`src/rtl/prefix_decoder_if.sv`:
```
// rtl/prefix_decoder_if.sv - Prefetch FIFO, opcode handshake and prefix-state bundle for prefix_decoder
//
// Signals:
//   fifo_rd_data, fifo_empty, fifo_rd_en : show-ahead prefetch FIFO read port
//   flush, next_instruction              : pipeline control from the sequencer
//   opcode, opcode_valid, opcode_ready   : opcode handshake to the sequencer
//   segment_override, segment_sel, rep,
//   repne, lock, prefix_count            : prefix state held for the instruction
// Modports: master = decoder side, slave = FIFO/sequencer side.

interface prefix_decoder_if;
    logic [7:0] fifo_rd_data;
    logic       fifo_empty;
    logic       fifo_rd_en;
    logic       flush;
    logic       next_instruction;
    logic [7:0] opcode;
    logic       opcode_valid;
    logic       opcode_ready;
    logic       segment_override;
    logic [1:0] segment_sel;
    logic       rep;
    logic       repne;
    logic       lock;
    logic [3:0] prefix_count;

    modport master (
        input  fifo_rd_data, fifo_empty, flush, next_instruction, opcode_ready,
        output fifo_rd_en, opcode, opcode_valid, segment_override, segment_sel,
               rep, repne, lock, prefix_count
    );

    modport slave (
        output fifo_rd_data, fifo_empty, flush, next_instruction, opcode_ready,
        input  fifo_rd_en, opcode, opcode_valid, segment_override, segment_sel,
               rep, repne, lock, prefix_count
    );
endinterface

```
`src/rtl/prefix_decoder.sv`:
```
// rtl/prefix_decoder.sv - 8086 prefix absorber presenting the first non-prefix byte as the opcode
//
// Ports:
//   clk   : system clock
//   reset : asynchronous active-high reset
//   bus   : prefix_decoder_if.master (FIFO read, flush/next_instruction,
//           opcode handshake, prefix state outputs)
// Build option: define LOCK_PREFIX_EN to treat F0 as the LOCK prefix;
// otherwise F0 is an ordinary opcode and lock is tied low.

module prefix_decoder (
    input  logic              clk,
    input  logic              reset,
    prefix_decoder_if.master  bus
);
    localparam logic [1:0] FETCH   = 2'd0;
    localparam logic [1:0] PRESENT = 2'd1;
    localparam logic [1:0] EXEC    = 2'd2;

    logic [1:0] state;
    logic [7:0] opcode_q;
    logic       opcode_valid_q;
    logic       seg_q;
    logic [1:0] seg_sel_q;
    logic       rep_q;
    logic       repne_q;
    logic [3:0] count_q;

    logic [7:0] head;
    logic       pop;
    logic       is_seg;
    logic       is_rep;
    logic       is_repne;
    logic       is_lock;
    logic       is_prefix;
    logic [3:0] count_inc;

    assign head = bus.fifo_rd_data;

    // 26/2E/36/3E share the pattern 001s_s110; ss is the segment number.
    assign is_seg   = (head[7:5] == 3'b001) && (head[2:0] == 3'b110);
    assign is_rep   = (head == 8'hF3);
    assign is_repne = (head == 8'hF2);
`ifdef LOCK_PREFIX_EN
    assign is_lock  = (head == 8'hF0);
`else
    assign is_lock  = 1'b0;
`endif
    assign is_prefix = is_seg | is_rep | is_repne | is_lock;
    assign count_inc = (count_q == 4'hF) ? count_q : count_q + 4'd1;

    // A flush cycle must not consume the head byte: it belongs to the
    // restarted stream.
    assign bus.fifo_rd_en = (state == FETCH) && !bus.fifo_empty && !bus.flush;
    assign pop = bus.fifo_rd_en;

    assign bus.opcode           = opcode_q;
    assign bus.opcode_valid     = opcode_valid_q;
    assign bus.segment_override = seg_q;
    assign bus.segment_sel      = seg_sel_q;
    assign bus.rep              = rep_q;
    assign bus.repne            = repne_q;
    assign bus.prefix_count     = count_q;

`ifdef LOCK_PREFIX_EN
    logic lock_q;
    assign bus.lock = lock_q;

    always_ff @(posedge clk or posedge reset) begin
        if (reset) begin
            lock_q <= 1'b0;
        end else if (bus.flush) begin
            lock_q <= 1'b0;
        end else if (state == EXEC && bus.next_instruction) begin
            lock_q <= 1'b0;
        end else if (pop && is_lock) begin
            lock_q <= 1'b1;
        end
    end
`else
    assign bus.lock = 1'b0;
`endif

    always_ff @(posedge clk or posedge reset) begin
        if (reset) begin
            state          <= FETCH;
            opcode_q       <= 8'h00;
            opcode_valid_q <= 1'b0;
            seg_q          <= 1'b0;
            seg_sel_q      <= 2'd0;
            rep_q          <= 1'b0;
            repne_q        <= 1'b0;
            count_q        <= 4'd0;
        end else if (bus.flush) begin
            state          <= FETCH;
            opcode_valid_q <= 1'b0;
            seg_q          <= 1'b0;
            seg_sel_q      <= 2'd0;
            rep_q          <= 1'b0;
            repne_q        <= 1'b0;
            count_q        <= 4'd0;
        end else begin
            case (state)
                FETCH: begin
                    if (pop) begin
                        if (is_prefix) begin
                            count_q <= count_inc;
                        end
                        if (is_seg) begin
                            seg_q     <= 1'b1;
                            seg_sel_q <= head[4:3];
                        end
                        if (is_rep) begin
                            rep_q   <= 1'b1;
                            repne_q <= 1'b0;
                        end
                        if (is_repne) begin
                            repne_q <= 1'b1;
                            rep_q   <= 1'b0;
                        end
                        if (!is_prefix) begin
                            opcode_q       <= head;
                            opcode_valid_q <= 1'b1;
                            state          <= PRESENT;
                        end
                    end
                end
                PRESENT: begin
                    if (bus.opcode_ready) begin
                        opcode_valid_q <= 1'b0;
                        state          <= EXEC;
                    end
                end
                EXEC: begin
                    if (bus.next_instruction) begin
                        seg_q     <= 1'b0;
                        seg_sel_q <= 2'd0;
                        rep_q     <= 1'b0;
                        repne_q   <= 1'b0;
                        count_q   <= 4'd0;
                        state     <= FETCH;
                    end
                end
                default: begin
                    opcode_valid_q <= 1'b0;
                    state          <= FETCH;
                end
            endcase
        end
    end
endmodule

```
`src/flat_wrapper.sv`:
```
// flat-port wrapper written by rule: the top's interface ports become plain ports
module prefix_decoder_flat 
  (clk, reset, bus_fifo_rd_data, bus_fifo_empty, bus_flush, bus_next_instruction, bus_opcode_ready, bus_fifo_rd_en, bus_opcode, bus_opcode_valid, bus_segment_override, bus_segment_sel, bus_rep, bus_repne, bus_lock, bus_prefix_count);
  prefix_decoder_if bus_i ();
  input  logic clk;
  input  logic reset;
  input wire logic [$bits(bus_i.fifo_rd_data)-1:0] bus_fifo_rd_data;
  input wire logic [$bits(bus_i.fifo_empty)-1:0] bus_fifo_empty;
  input wire logic [$bits(bus_i.flush)-1:0] bus_flush;
  input wire logic [$bits(bus_i.next_instruction)-1:0] bus_next_instruction;
  input wire logic [$bits(bus_i.opcode_ready)-1:0] bus_opcode_ready;
  output wire logic [$bits(bus_i.fifo_rd_en)-1:0] bus_fifo_rd_en;
  output wire logic [$bits(bus_i.opcode)-1:0] bus_opcode;
  output wire logic [$bits(bus_i.opcode_valid)-1:0] bus_opcode_valid;
  output wire logic [$bits(bus_i.segment_override)-1:0] bus_segment_override;
  output wire logic [$bits(bus_i.segment_sel)-1:0] bus_segment_sel;
  output wire logic [$bits(bus_i.rep)-1:0] bus_rep;
  output wire logic [$bits(bus_i.repne)-1:0] bus_repne;
  output wire logic [$bits(bus_i.lock)-1:0] bus_lock;
  output wire logic [$bits(bus_i.prefix_count)-1:0] bus_prefix_count;
  assign bus_i.fifo_rd_data = bus_fifo_rd_data;
  assign bus_i.fifo_empty = bus_fifo_empty;
  assign bus_i.flush = bus_flush;
  assign bus_i.next_instruction = bus_next_instruction;
  assign bus_i.opcode_ready = bus_opcode_ready;
  assign bus_fifo_rd_en = bus_i.fifo_rd_en;
  assign bus_opcode = bus_i.opcode;
  assign bus_opcode_valid = bus_i.opcode_valid;
  assign bus_segment_override = bus_i.segment_override;
  assign bus_segment_sel = bus_i.segment_sel;
  assign bus_rep = bus_i.rep;
  assign bus_repne = bus_i.repne;
  assign bus_lock = bus_i.lock;
  assign bus_prefix_count = bus_i.prefix_count;
  prefix_decoder u_core (.clk(clk), .reset(reset), .bus(bus_i));
endmodule
```
`config.mk`:
```
export PLATFORM = sky130hd
export DESIGN_NAME = prefix_decoder_flat
export DESIGN_NICKNAME = d
export VERILOG_FILES = /design/src/rtl/prefix_decoder_if.sv /design/src/rtl/prefix_decoder.sv /design/src/flat_wrapper.sv
export SDC_FILE = /design/constraint.sdc
export NUM_CORES = 1
export LEC_CHECK = 0
export BUFFER_PORTS_ARGS = -buffer_cell sky130_fd_sc_hd__buf_2
export CAP_MARGIN = 20
export CORE_ASPECT_RATIO = 2
export CORE_MARGIN = 1
export CORE_UTILIZATION = 35
export CTS_BUF_LIST = sky130_fd_sc_hd__clkbuf_16
export DETAILED_ROUTE_END_ITERATION = 12
export GPL_TIMING_DRIVEN = 0
export PLACE_DENSITY_LB_ADDON = 0.3
export SLEW_MARGIN = 30
export SYNTH_ARGS = -nofsm -noshare
export SYNTH_HDL_FRONTEND = slang
export SYNTH_SLANG_ARGS = --single-unit
```
`constraint.sdc`:
```
create_clock -name clk -period 1.65 [get_ports clk]
set_input_delay 0.165 -clock clk [delete_from_list [all_inputs] [get_ports clk]]
set_output_delay 0.165 -clock clk [all_outputs]
set_load 0.02 [all_outputs]
```
==> results of run 1 <==
[state kept, by name, indices dropped and copies added (netlist names)]
register                     count
u_core.bus.prefix_count          4
u_core.bus.segment_sel           2
u_core.bus.opcode_valid          1
u_core.bus.rep                   1
u_core.bus.segment_override      1
u_core.bus.repne                 1
u_core.bus.opcode                8
u_core.state                     2
[what timing repair did]
item                       4_1_cts  5_1_grt
resized for setup               10       10
pin swaps                        4        4
gates cloned                     0        0
setup buffers                    6        1
setup endpoints to repair       16       14
[how the worst min path moves through the flow]
stage / endpoint / slack (ps) / cells past startpoint
after floorplan: u_core.bus.opcode[0] / 130 / 1
after global placement: u_core.bus.segment_sel[1] / 330 / 2
after detailed placement: u_core.bus.segment_sel[1] / 340 / 2
after CTS: u_core.bus.prefix_count[2] / 70 / 2
after global routing: u_core.bus.segment_sel[0] / 120 / 2
final: u_core.bus.segment_sel[1] / 40 / 2
[critical path: stages, from the launching register on]
cell and delay (ps):
dfrtp_1 410, or3_4 430, o32ai_4 320, a21oi_2 90, mux2_4 310
[final cells by class]
cell class	instances	area, sq um	share of cell area
inverters	5	18.8	0.0130
clock inverters	1	30.0	0.0208
clock buffers	3	75.1	0.0520
repair buffers	38	223	0.154
multi-input cells	64	541	0.374
plain buffers	2	18.8	0.0130
flip-flops and latches	20	502	0.347
well taps	29	36.3	0.0251
[power by group]
| part | internal (mW) | total [mW] | switching (mW) |
|---|---|---|---|
| registers | 0.583 | 0.652 | 0.0694 |
| clock network | 0.481 | 0.667 | 0.186 |
| logic | 0.236 | 0.525 | 0.289 |
| total | 1.30 | 1.84 | 0.544 |
[per-layer routing]
layer / wire, microns / global-route usage / up-vias
met2: 1430 / 0.318 / 26
li1: - / - / 403
met4: 83 / 0.0828 / 0
met5: 0 / 0 / -
met1: 885 / 0.191 / 421
met3: 83 / 0.0371 / 9
[Yosys cell counts (all sizes together) (2+ instances only)]
cell type,number
buf,3
or2,2
o21ai,4
nand2b,4
mux2i,3
mux2,10
nand3,5
nor4,2
nor2,7
nand3b,2
nand2,10
dfrtp,20
a21oi,2
inv,5
[stage by stage]
step	hold WS (ps)	cell area [sq um]	cells
after detailed placement	342	1210	152
final	38.4	1440	162
after global routing	125	1440	162
after global placement	333	1210	152
after CTS	65.9	1410	162
after floorplan	129	1020	92
[cells by family after synthesis]
| kind of cell | after synthesis | synth area share |
|---|---|---|
| AO/OA/AOI/OAI | 13 | 0.0993 |
| adder cells (fa/ha/maj) | 1 | 0.0124 |
| buffers and inverters | 8 | 0.0484 |
| flip-flops | 20 | 0.496 |
| multiplexers | 13 | 0.145 |
| other | 1 | 0.00372 |
| AND/OR/NAND/NOR | 36 | 0.195 |
==> flow_metrics.env, run 1 <==
export IMPL_io_pins=34
export IMPL_fmax_mhz=596
export IMPL_clk_path_buf_depth=2
export IMPL_min_period_ps=1680
export IMPL_outcome="finished, violations left"
export IMPL_synth_top_cell_by_area="dfrtp_1"
export IMPL_wirelength_microns=2490
export IMPL_wl_per_cell_microns=15.3
export IMPL_hp_class="input port to async pin"
export IMPL_worst_slack_ps=-29.2
export IMPL_avgSynthCellArea_sq_um=11.0
export IMPL_final_core_util=0.528
export IMPL_syn_nets=107
export IMPL_drtIter0Drc=22
export IMPL_io_buffers=31
export IMPL_failed_checks="setup timing"
export IMPL_setup_tns_ps=-29.2
export IMPL_syn_area_sq_um=1010
export IMPL_fin_crit_sh=1.02
export IMPL_cts_inserted_buffers=3
export IMPL_synth_area_leaders="dfrtp_1, mux2_2, nand2_1, mux2i_1, nor2_1"
export IMPL_required_ps=1790
export IMPL_rsz0062_at_grt="yes"
export IMPL_crit_end="u_core.bus.prefix_count[0]"
export IMPL_crit_start="u_core.state[1]"
export IMPL_drtAntennaViolNets=0
export IMPL_path_class="register to register"
export IMPL_maxCapViolations=0
export IMPL_num_vias=859
export IMPL_die_w_microns=40.0
export IMPL_leakagePower_nw=0.701
export IMPL_cts_hold_buf=0
export IMPL_drive_gt1_frac=0.534
export IMPL_rows=27
export IMPL_finalMaxSlewViolations=0
export IMPL_dp_hpwl_microns=1740
export IMPL_die_area_sq_um=3110
export IMPL_postSynth_asyncResetShare=1.00
export IMPL_setup_viol=1
export IMPL_synth_edf_count=0
export IMPL_n_antenna_cell=0
export IMPL_tightest_slew_ps=759
export IMPL_grt_pass1_vias=844
export IMPL_syn_inst=92
export IMPL_vias_per_cell=5.30
export IMPL_htreeDepth=1
export IMPL_num_nets_final=149
export IMPL_grt_overflow=0
export IMPL_r2r_end="u_core.bus.prefix_count[0]"
export IMPL_mostFrequentLayoutCell="buf_2"
export IMPL_synth_warnings=0
export IMPL_firstDrtPassIters=4
export IMPL_area_delta_synth_final_pct=43.2
export IMPL_grt_max_degree=21
export IMPL_end_kind="register"
export IMPL_r2r_start="u_core.state[1]"
export IMPL_insertion_delay_ps=260
export IMPL_start_kind="register"
export IMPL_initial_utilization=0.369
export IMPL_synth_main_ff_cell="dfrtp_1"
export IMPL_reg2reg_depth=4
export IMPL_fp_coreArea_sq_um=2740
export IMPL_pre_cts_ws_ps=-278
export IMPL_cts_tree="done"
export IMPL_p_per_area_nw_per_um2=1280
export IMPL_fill_cells=248
export IMPL_mostFrequentLayoutCells="buf_2, dfrtp_1, nand2_1"
export IMPL_rrSetupSlack_ps=-30
export IMPL_grt_first_pass_wirelength_microns=3930
export IMPL_relSlewSlack=0.493
export IMPL_yosysSeqAreaShare=0.496
export IMPL_cts_sinks=20
export IMPL_drcViolationCount=0
export IMPL_path_max_fanout=5
export IMPL_synth_seq_cells=20
export IMPL_cp_arrival_ps=1820
export IMPL_cts_root_buf="clkbuf_16"
export IMPL_ys_types=31
export IMPL_place_congestion=0.806
export IMPL_dieHeight_microns=77.9
export IMPL_clk_pin_slew_ps=60
export IMPL_antenna_found_initial=0
export IMPL_ir_worst_vdd_mv=0.938
export IMPL_track_usage=0.183
export IMPL_hold_viol_final=0
export IMPL_finalPower_mw=1.84
export IMPL_synth_top_area_frac=0.496
export IMPL_finClkSkew_ps=3.30
No activity file was read; power rests on OpenSTA's default activity.
==> run 2: changes to the inputs <==
--- a/config.mk
+++ b/config.mk
@@ -10,7 +10,6 @@
 export CORE_ASPECT_RATIO = 2
 export CORE_MARGIN = 1
 export CORE_UTILIZATION = 35
-export CTS_BUF_LIST = sky130_fd_sc_hd__clkbuf_16
 export DETAILED_ROUTE_END_ITERATION = 12
 export GPL_TIMING_DRIVEN = 0
 export PLACE_DENSITY_LB_ADDON = 0.3
==> flow_metrics.env, run 2 (synthesized netlist as in run 1, its figures left out) <==
export IMPL_setup_tns_ps=-24.9
export IMPL_io_buffers=31
export IMPL_grt_first_pass_wirelength_microns=3770
export IMPL_firstDrtPassIters=4
export IMPL_fmax_mhz=597
export IMPL_leakagePower_nw=0.681
export IMPL_grt_max_degree=21
export IMPL_relSlewSlack=0.497
export IMPL_hold_viol_final=0
export IMPL_end_kind="register"
export IMPL_fp_coreArea_sq_um=2740
export IMPL_wirelength_microns=2390
export IMPL_required_ps=1800
export IMPL_hp_class="input port to async pin"
export IMPL_track_usage=0.174
export IMPL_initial_utilization=0.369
export IMPL_insertion_delay_ps=260
export IMPL_die_w_microns=40.0
export IMPL_start_kind="register"
export IMPL_clk_pin_slew_ps=70
export IMPL_vias_per_cell=5.29
export IMPL_worst_slack_ps=-24.9
export IMPL_maxCapViolations=0
export IMPL_ir_worst_vdd_mv=0.847
export IMPL_drive_gt1_frac=0.492
export IMPL_place_congestion=0.806
export IMPL_die_area_sq_um=3110
export IMPL_finClkSkew_ps=2.58
export IMPL_finalMaxSlewViolations=0
export IMPL_cts_hold_buf=0
export IMPL_num_nets_final=148
export IMPL_dieHeight_microns=77.9
export IMPL_drcViolationCount=0
export IMPL_pre_cts_ws_ps=-278
export IMPL_rsz0062_at_grt="yes"
export IMPL_antenna_found_initial=0
export IMPL_io_pins=34
export IMPL_grt_overflow=0
export IMPL_failed_checks="setup timing"
export IMPL_rows=27
export IMPL_cp_arrival_ps=1820
export IMPL_grt_pass1_vias=836
export IMPL_drtAntennaViolNets=0
export IMPL_tightest_slew_ps=754
export IMPL_fin_crit_sh=1.02
export IMPL_cts_root_buf="clkbuf_8"
export IMPL_outcome="finished, violations left"
export IMPL_holdWs_ps=22.9
export IMPL_setup_viol=1
export IMPL_fill_cells=253
export IMPL_min_period_ps=1670
export IMPL_cts_sinks=20
export IMPL_mostFrequentLayoutCell="buf_2"
export IMPL_cts_tree="done"
export IMPL_path_class="register to register"
export IMPL_htreeDepth=1
export IMPL_dp_hpwl_microns=1740
export IMPL_n_antenna_cell=0
export IMPL_clk_path_buf_depth=2
export IMPL_area_delta_synth_final_pct=37.6
export IMPL_p_per_area_nw_per_um2=1200
export IMPL_largest_reg_flops=8
export IMPL_mostFrequentLayoutCells="buf_2, dfrtp_1, nand2_1"
export IMPL_drtIter0Drc=13
export IMPL_path_max_fanout=5
export IMPL_cts_inserted_buffers=3
export IMPL_wl_per_cell_microns=14.8
export IMPL_num_vias=851
==> run 2: cell types whose count changed in the layout (fill, tap and decap cells not counted), moves of 2 or more <==
cell and delta:
mux2_4 +2, clkbuf_8 +3, mux2_2 -2, clkbuf_16 -3
==> run 2: final cells by class <==
type	instances	area [sq um]	area share
Clock inverter	1	30.0	0.0216
Timing Repair Buffer	37	215	0.155
Multi-Input combinational cell	64	526	0.379
Clock buffer	3	41.3	0.0298
Tap cell	29	36.3	0.0261
Inverter	5	18.8	0.0135
Sequential cell	20	502	0.362
Buffer	2	18.8	0.0135
==> run 2: worst paths after layout <==
kind / startpoint / to / slack, ps / depth (start not counted)
setup / recovery: u_core.state[1] / u_core.bus.prefix_count[0] / -20 / 4
hold / removal: reset / u_core.bus.segment_sel[1] / 20 / 2
setup reg to reg: u_core.state[1] / u_core.bus.prefix_count[0] / -20 / 4
hold reg to reg: u_core.bus.repne / u_core.bus.repne / 500 / 2
max in group asynchronous: reset / u_core.state[0] / 1110 / 2
min in group clk: bus_flush / u_core.state[1] / 100 / 2
==> run 2: through the flow <==
stage / instance area (sq um) / cells / power [mW] / utilization
5_1_grt: 1390 / 161 / 1.75 / 0.507
2_1_floorplan: 1020 / 92 / 0.957 / -
3_3_place_gp: 1210 / 152 / 1.10 / 0.444
3_5_place_dp: 1210 / 152 / 1.12 / 0.444
6_report: 1390 / 161 / 1.66 / 0.507
4_1_cts: 1380 / 161 / 1.66 / 0.503
==> run 2: per-layer routing <==
layer	track usage	part of all wire
met4	0.0897	0.026
met2	0.298	0.57
met3	0.0286	0.034
met1	0.185	0.37
met5	0	0
==> run 2: worst max-delay path: stages (launching register included) <==
cell,delay (ps)
dfrtp_1,420
or3_4,440
o32ai_4,320
a21oi_2,80
mux2_4,300
==> run 2: what timing repair did <==
| action | 4_1_cts | 5_1_grt |
|---|---|---|
| setup endpoints to repair | 16 | 13 |
| pin swaps | 5 | 3 |
| setup buffers | 5 | 1 |
| resized for setup | 11 | 6 |
==> run 2: where the power goes <==
group | switching, mW | internal [mW]
registers | 0.0701 | 0.582
logic | 0.282 | 0.238
clock network | 0.167 | 0.324
